$ cat config.mk
export PLATFORM = sky130hd
export DESIGN_NAME = ped_request_ctrl
export DESIGN_NICKNAME = d
export VERILOG_FILES = /design/src/rtl/ped_request_ctrl.sv
export SDC_FILE = /design/constraint.sdc
export NUM_CORES = 1
export LEC_CHECK = 0
export ABC_AREA = 1
export CELL_PAD_IN_SITES_DETAIL_PLACEMENT = 1
export CELL_PAD_IN_SITES_GLOBAL_PLACEMENT = 1
export CORE_MARGIN = 5
export CORE_UTILIZATION = 43
export CTS_CLUSTER_SIZE = 24
export DETAILED_ROUTE_END_ITERATION = 8
export PLACE_DENSITY = 0.79
export SETUP_SLACK_MARGIN = 0.02
export SLEW_MARGIN = 40
export SYNTH_ARGS = -nofsm -noshare
export SYNTH_HDL_FRONTEND = slang
export SYNTH_SLANG_ARGS = --single-unit
$ cat constraint.sdc
create_clock -name CLK -period 2.4 [get_ports CLK]
set_clock_uncertainty 0.1 [all_clocks]
set_input_delay 0.48 -clock CLK [delete_from_list [all_inputs] [get_ports CLK]]
set_output_delay 0.48 -clock CLK [all_outputs]
set_load 0.01 [all_outputs]
$ cat src/rtl/ped_request_ctrl.sv
// ped_request_ctrl: pedestrian push-button front end for the traffic light
// controller. Synchronises and debounces the raw button, latches a crossing
// request until the controller grants walk, and enforces a lockout gap after
// every walk phase.
//
// Optional feature: define PED_REQ_STATS_EN to build the saturating
// accepted-request counter on REQ_CNT; otherwise REQ_CNT is tied to 0.
module ped_request_ctrl #(
  parameter int DEB_CYC  = 20000,
  parameter int DEB_TEST = 4,
  parameter int GAP_CYC  = 100000,
  parameter int GAP_TEST = 8,
  parameter int CNT_W    = 8
) (
  input  logic             CLK,
  input  logic             RST,
  input  logic             TESTMODE,
  input  logic             BTN,
  input  logic             G_PEDES,
  output logic             PED_REQ,
  output logic             WAIT_LAMP,
  output logic [CNT_W-1:0] REQ_CNT
);

  localparam int DEB_MAX = (DEB_CYC > DEB_TEST) ? DEB_CYC : DEB_TEST;
  localparam int GAP_MAX = (GAP_CYC > GAP_TEST) ? GAP_CYC : GAP_TEST;
  localparam int DEB_W   = (DEB_MAX > 1) ? $clog2(DEB_MAX) : 1;
  localparam int GAP_W   = (GAP_MAX > 1) ? $clog2(GAP_MAX) : 1;

  localparam logic [DEB_W-1:0] DEB_CYC_M1  = DEB_W'(DEB_CYC - 1);
  localparam logic [DEB_W-1:0] DEB_TEST_M1 = DEB_W'(DEB_TEST - 1);
  localparam logic [GAP_W-1:0] GAP_CYC_M1  = GAP_W'(GAP_CYC - 1);
  localparam logic [GAP_W-1:0] GAP_TEST_M1 = GAP_W'(GAP_TEST - 1);

  typedef enum logic [1:0] {IDLE, PENDING, SERVING, LOCKOUT} state_e;

  // Terminal counts follow TESTMODE combinationally so a change takes effect at once.
  logic [DEB_W-1:0] deb_lim_d;
  logic [GAP_W-1:0] gap_lim_d;
  assign deb_lim_d = TESTMODE ? DEB_TEST_M1 : DEB_CYC_M1;
  assign gap_lim_d = TESTMODE ? GAP_TEST_M1 : GAP_CYC_M1;

  logic [1:0]       sync_q;
  logic             deb_q;
  logic             deb_dly_q;
  logic [DEB_W-1:0] deb_cnt_q;
  logic             press_q;

  // Input conditioning: 2-FF synchroniser, stable-count debouncer, rising-edge pulse.
  always_ff @(posedge CLK) begin
    // NOTE: every clocked register uses <= so all flops see pre-edge values;
    // a blocking = here would let the second sync stage see the first stage's new value.
    if (RST) begin
      sync_q    <= '0;
      deb_q     <= 1'b0;
      deb_dly_q <= 1'b0;
      deb_cnt_q <= '0;
      press_q   <= 1'b0;
    end else begin
      sync_q <= {sync_q[0], BTN};
      if (sync_q[1] != deb_q) begin
        // >= rather than == so a shrinking limit never lets the count run past it.
        if (deb_cnt_q >= deb_lim_d) begin
          deb_q     <= sync_q[1];
          deb_cnt_q <= '0;
        end else begin
          deb_cnt_q <= deb_cnt_q + 1'b1;
        end
      end else begin
        deb_cnt_q <= '0;
      end
      deb_dly_q <= deb_q;
      press_q   <= deb_q & ~deb_dly_q;
    end
  end

  state_e           state_q;
  logic [GAP_W-1:0] gap_q;
  logic             deferred_q;
  logic             ped_req_q;
  logic             wait_lamp_q;

  // Request FSM with lockout gap; outputs are registered alongside the state.
  always_ff @(posedge CLK) begin
    if (RST) begin
      state_q     <= IDLE;
      gap_q       <= '0;
      deferred_q  <= 1'b0;
      ped_req_q   <= 1'b0;
      wait_lamp_q <= 1'b0;
    end else begin
      case (state_q)
        IDLE: begin
          // An unrequested walk wins over a coincident press.
          if (G_PEDES) begin
            state_q     <= SERVING;
            ped_req_q   <= 1'b0;
            wait_lamp_q <= 1'b0;
          end else if (press_q) begin
            state_q     <= PENDING;
            ped_req_q   <= 1'b1;
            wait_lamp_q <= 1'b1;
          end else begin
            ped_req_q   <= 1'b0;
            wait_lamp_q <= 1'b0;
          end
        end
        PENDING: begin
          if (G_PEDES) begin
            state_q     <= SERVING;
            ped_req_q   <= 1'b0;
            wait_lamp_q <= 1'b0;
          end else begin
            ped_req_q   <= 1'b1;
            wait_lamp_q <= 1'b1;
          end
        end
        SERVING: begin
          if (!G_PEDES) begin
            state_q <= LOCKOUT;
            gap_q   <= '0;
          end
          ped_req_q   <= 1'b0;
          wait_lamp_q <= 1'b0;
        end
        LOCKOUT: begin
          if (G_PEDES) begin
            state_q     <= SERVING;
            deferred_q  <= 1'b0;
            ped_req_q   <= 1'b0;
            wait_lamp_q <= 1'b0;
          end else if (gap_q >= gap_lim_d) begin
            // A press arriving on the exit edge is honoured like a deferred one.
            state_q     <= (deferred_q | press_q) ? PENDING : IDLE;
            ped_req_q   <= deferred_q | press_q;
            wait_lamp_q <= deferred_q | press_q;
            deferred_q  <= 1'b0;
            gap_q       <= '0;
          end else begin
            gap_q       <= gap_q + 1'b1;
            deferred_q  <= deferred_q | press_q;
            ped_req_q   <= 1'b0;
            wait_lamp_q <= deferred_q | press_q;
          end
        end
        default: begin
          state_q     <= IDLE;
          deferred_q  <= 1'b0;
          ped_req_q   <= 1'b0;
          wait_lamp_q <= 1'b0;
        end
      endcase
    end
  end

  assign PED_REQ   = ped_req_q;
  assign WAIT_LAMP = wait_lamp_q;

`ifdef PED_REQ_STATS_EN
  logic             accept_d;
  logic [CNT_W-1:0] req_cnt_q;

  // A request is accepted once: from IDLE, or the first press seen during LOCKOUT.
  assign accept_d = press_q & ~G_PEDES &
                    ((state_q == IDLE) || ((state_q == LOCKOUT) && !deferred_q));

  // Saturating accepted-request counter, cleared only by reset.
  always_ff @(posedge CLK) begin
    if (RST) begin
      req_cnt_q <= '0;
    end else if (accept_d && (req_cnt_q != {CNT_W{1'b1}})) begin
      req_cnt_q <= req_cnt_q + 1'b1;
    end
  end

  assign REQ_CNT = req_cnt_q;
`else
  assign REQ_CNT = '0;
`endif

endmodule

==> reports/metrics.cfg <==
[run_status]
status = completed

[critical_path]
path_delay_family = simple AND/OR/NAND/NOR gates
end_kind = register
arrival_ns = 2.08
cp-start-kind = input pin
critPathBufInv = 3
critPathKind = in -> reg
critPathRequiredTime_ns = 2.53
cp_cell_sequence = dlymetal6s2s_1 > buf_6 > ha_1 > nand2_2 > nor2_1 > nor2_1 > nand2_1 > a21oi_2 > nand2_2 > nor2_4 > buf_12 > nand2_1 > a21oi_1
critPathMaxFanout = 16
cpPeakStageDelay_ns = 0.31
critPathSlowestCell = ha_1

[synthesis]
synth-seq-cells = 42
syn_area_mm2 = 0.00252
synth_edf_count = 0
postSynthAreaPerCell_um2 = 6.83
yosysWarnings = 0
synth_cell_type_count = 30
netlist_instances = 369
synthArstFlopShare_pct = 0
synthFlopType = dfxtp_1
seq_area_frac_synth_pct = 33.4

[floorplan]
floorplan.initialDensity_pct = 44.9
core_area_mm2 = 0.00561
die_w_um = 86.5
ios = 15
die_area_mm2 = 0.00749
rows = 27
fp.dieH_um = 86.5

[timing]
max_clock_freq_ghz = 0.513
fin_setup_tns_ns = 0
drv_slew = 0
setup_ws_ns = 0.449
finalSetupViolations = 0
hold_ws_ns = 0.296
period_share_pct = 81.3
min_period_ns = 1.95
final_hold_viol_count = 0
rsz0062_at_grt = no

[drt]
first_iter_violations = 61
drtPass1Iterations = 4
wl_per_cell_um = 13.2
drc = 0
wirelength_um = 6060
via_per_inst = 5.00
ant_nets = 0
vias = 2298

[grt]
grt.overflow.total = 0
track_usage_pct = 17.0
grt_pass1_wl_um = 10400
antenna_found_initial = 0
grt_max_degree = 25
first_global_vias = 2307

[final_layout]
num-fill-cells = 767
drive_above_1_share_pct = 8.51
final_nets = 408
final_util_pct = 50.3
final_area_mm2 = 0.00282
multi_input_area_mm2 = 0.00144
final_cells = 460
seqCellArea_um2 = 841
area_delta_synth_final_pct = 12.0
antenna_cells = 0

[cts]
cts_max_path_buffers = 2
clock-sinks = 42
htreeDepth = 2
cts_buffers = 5
cts_tree = built
cts_root_buf = clkbuf_8
clkTransAtPathRegs_ns = 0.09
clkLatencyLatePin_ns = 0.29
cts_hold_buf = 0

[power_and_ir_drop]
cellPowerDensity_mw_per_mm2 = 460
peakVddDrop_mv = 0.324
power_mw = 1.30
power_leakage_nw = 1.19

[placement]
place_congestion = 0.846
dpl.hpwl_um = 4600
place_inst = 449
port_buffers = 6
placed_cell_area_mm2 = 0.00269
pre_cts_ws_ns = -0.250

[worst_hold_path]
min_path_type = reg -> reg

[flow_run]
cap_violations = 0

==> cells in the final DEF (no fill, tap or decap), types with 6 or more instances in the layout <==
cell / count
xor2_1: 14
ha_1: 16
nor3_1: 8
conb_1: 8
nand4_1: 9
nand3_1: 28
inv_1: 45
clkbuf_8: 6
dfxtp_1: 42
nand2_1: 85
nor2_1: 52
a21oi_1: 21
o21ai_0: 7
buf_4: 9
==> sequential cells by signal (all words and copies together) (netlist names) <==
register    cells
PED_REQ         1
deferred_q      1
deb_dly_q       1
gap_q          17
WAIT_LAMP       1
deb_q           1
deb_cnt_q      15
press_q         1
sync_q          2
state_q         2
==> per-layer routing <==
layer	routed length, µm	part of all wire (%)	GRT usage [%]	vias to the layer above
met5	0	0	0	-
met4	53	0.88	4.11	0
met3	135	2.2	2.95	6
met2	2840	47	29.6	17
met1	3030	50	21.8	1078
li1	-	-	-	1197
==> final cells by class <==
type,count,area share [%]
clock inverter,2,0.444
sequential,42,29.8
clock buffer,6,2.93
inverter,45,5.99
tap,72,3.19
multi-input combinational,274,51.0
timing repair buffer,19,6.61
==> where the power goes <==
group | switching [mW] | internal (mW)
registers | 0.00553 | 0.702
logic | 0.0589 | 0.0370
clock network | 0.261 | 0.232
total | 0.326 | 0.971
==> final timing paths <==
check / startpoint / end / slack, ns / depth (start not counted)
setup reg to reg: deb_cnt_q[0]$_SDFF_PP0_ / deb_cnt_q[14]$_SDFF_PP0_ / 0.48 / 11
hold reg to reg: deb_dly_q$_SDFF_PP0_ / press_q$_SDFF_PP0_ / 0.30 / 1
hold / removal: deb_dly_q$_SDFF_PP0_ / press_q$_SDFF_PP0_ / 0.30 / 1
setup / recovery: TESTMODE / gap_q[5]$_SDFFE_PP0P_ / 0.45 / 13
==> cell families after synthesis <==
kind of cell | after synthesis | synth area share [%]
AND/OR/NAND/NOR | 193 | 32.8
buffers and inverters | 60 | 10.8
adder cells (fa/ha/maj) | 16 | 7.95
flip-flops | 42 | 33.4
AO/OA/AOI/OAI | 39 | 8.69
other | 1 | 0.149
XOR/XNOR | 18 | 6.26
==> synthesized netlist by cell type (2+ instances only) <==
cell type   n  area, µm²
a21oi_1    22        110
buf_6       2       22.5
xor2_1     14        123
nand2_1    86        323
dfxtp_1    42        841
or2_2       2       12.5
inv_1      45        169
buf_4       8       60.1
nor3_1      8       40.0
o21bai_1    2       15.0
o21ai_0     8       40.0
nand4_1     9       56.3
nor4_1      2       12.5
clkbuf_1    4       15.0
nand2_2     2       12.5
xnor2_1     4       35.0
ha_1       16        200
a21oi_2     2       17.5
a31oi_1     2       12.5
nor2_1     52        195
nand3_1    28        140
==> timing repair <==
action / 4_1_cts / 5_1_grt
setup buffers: 0 / 2
gates resized for setup: 0 / 5
endpoints found under the setup margin: 0 / 21
Power figures use the tool's default switching activity.
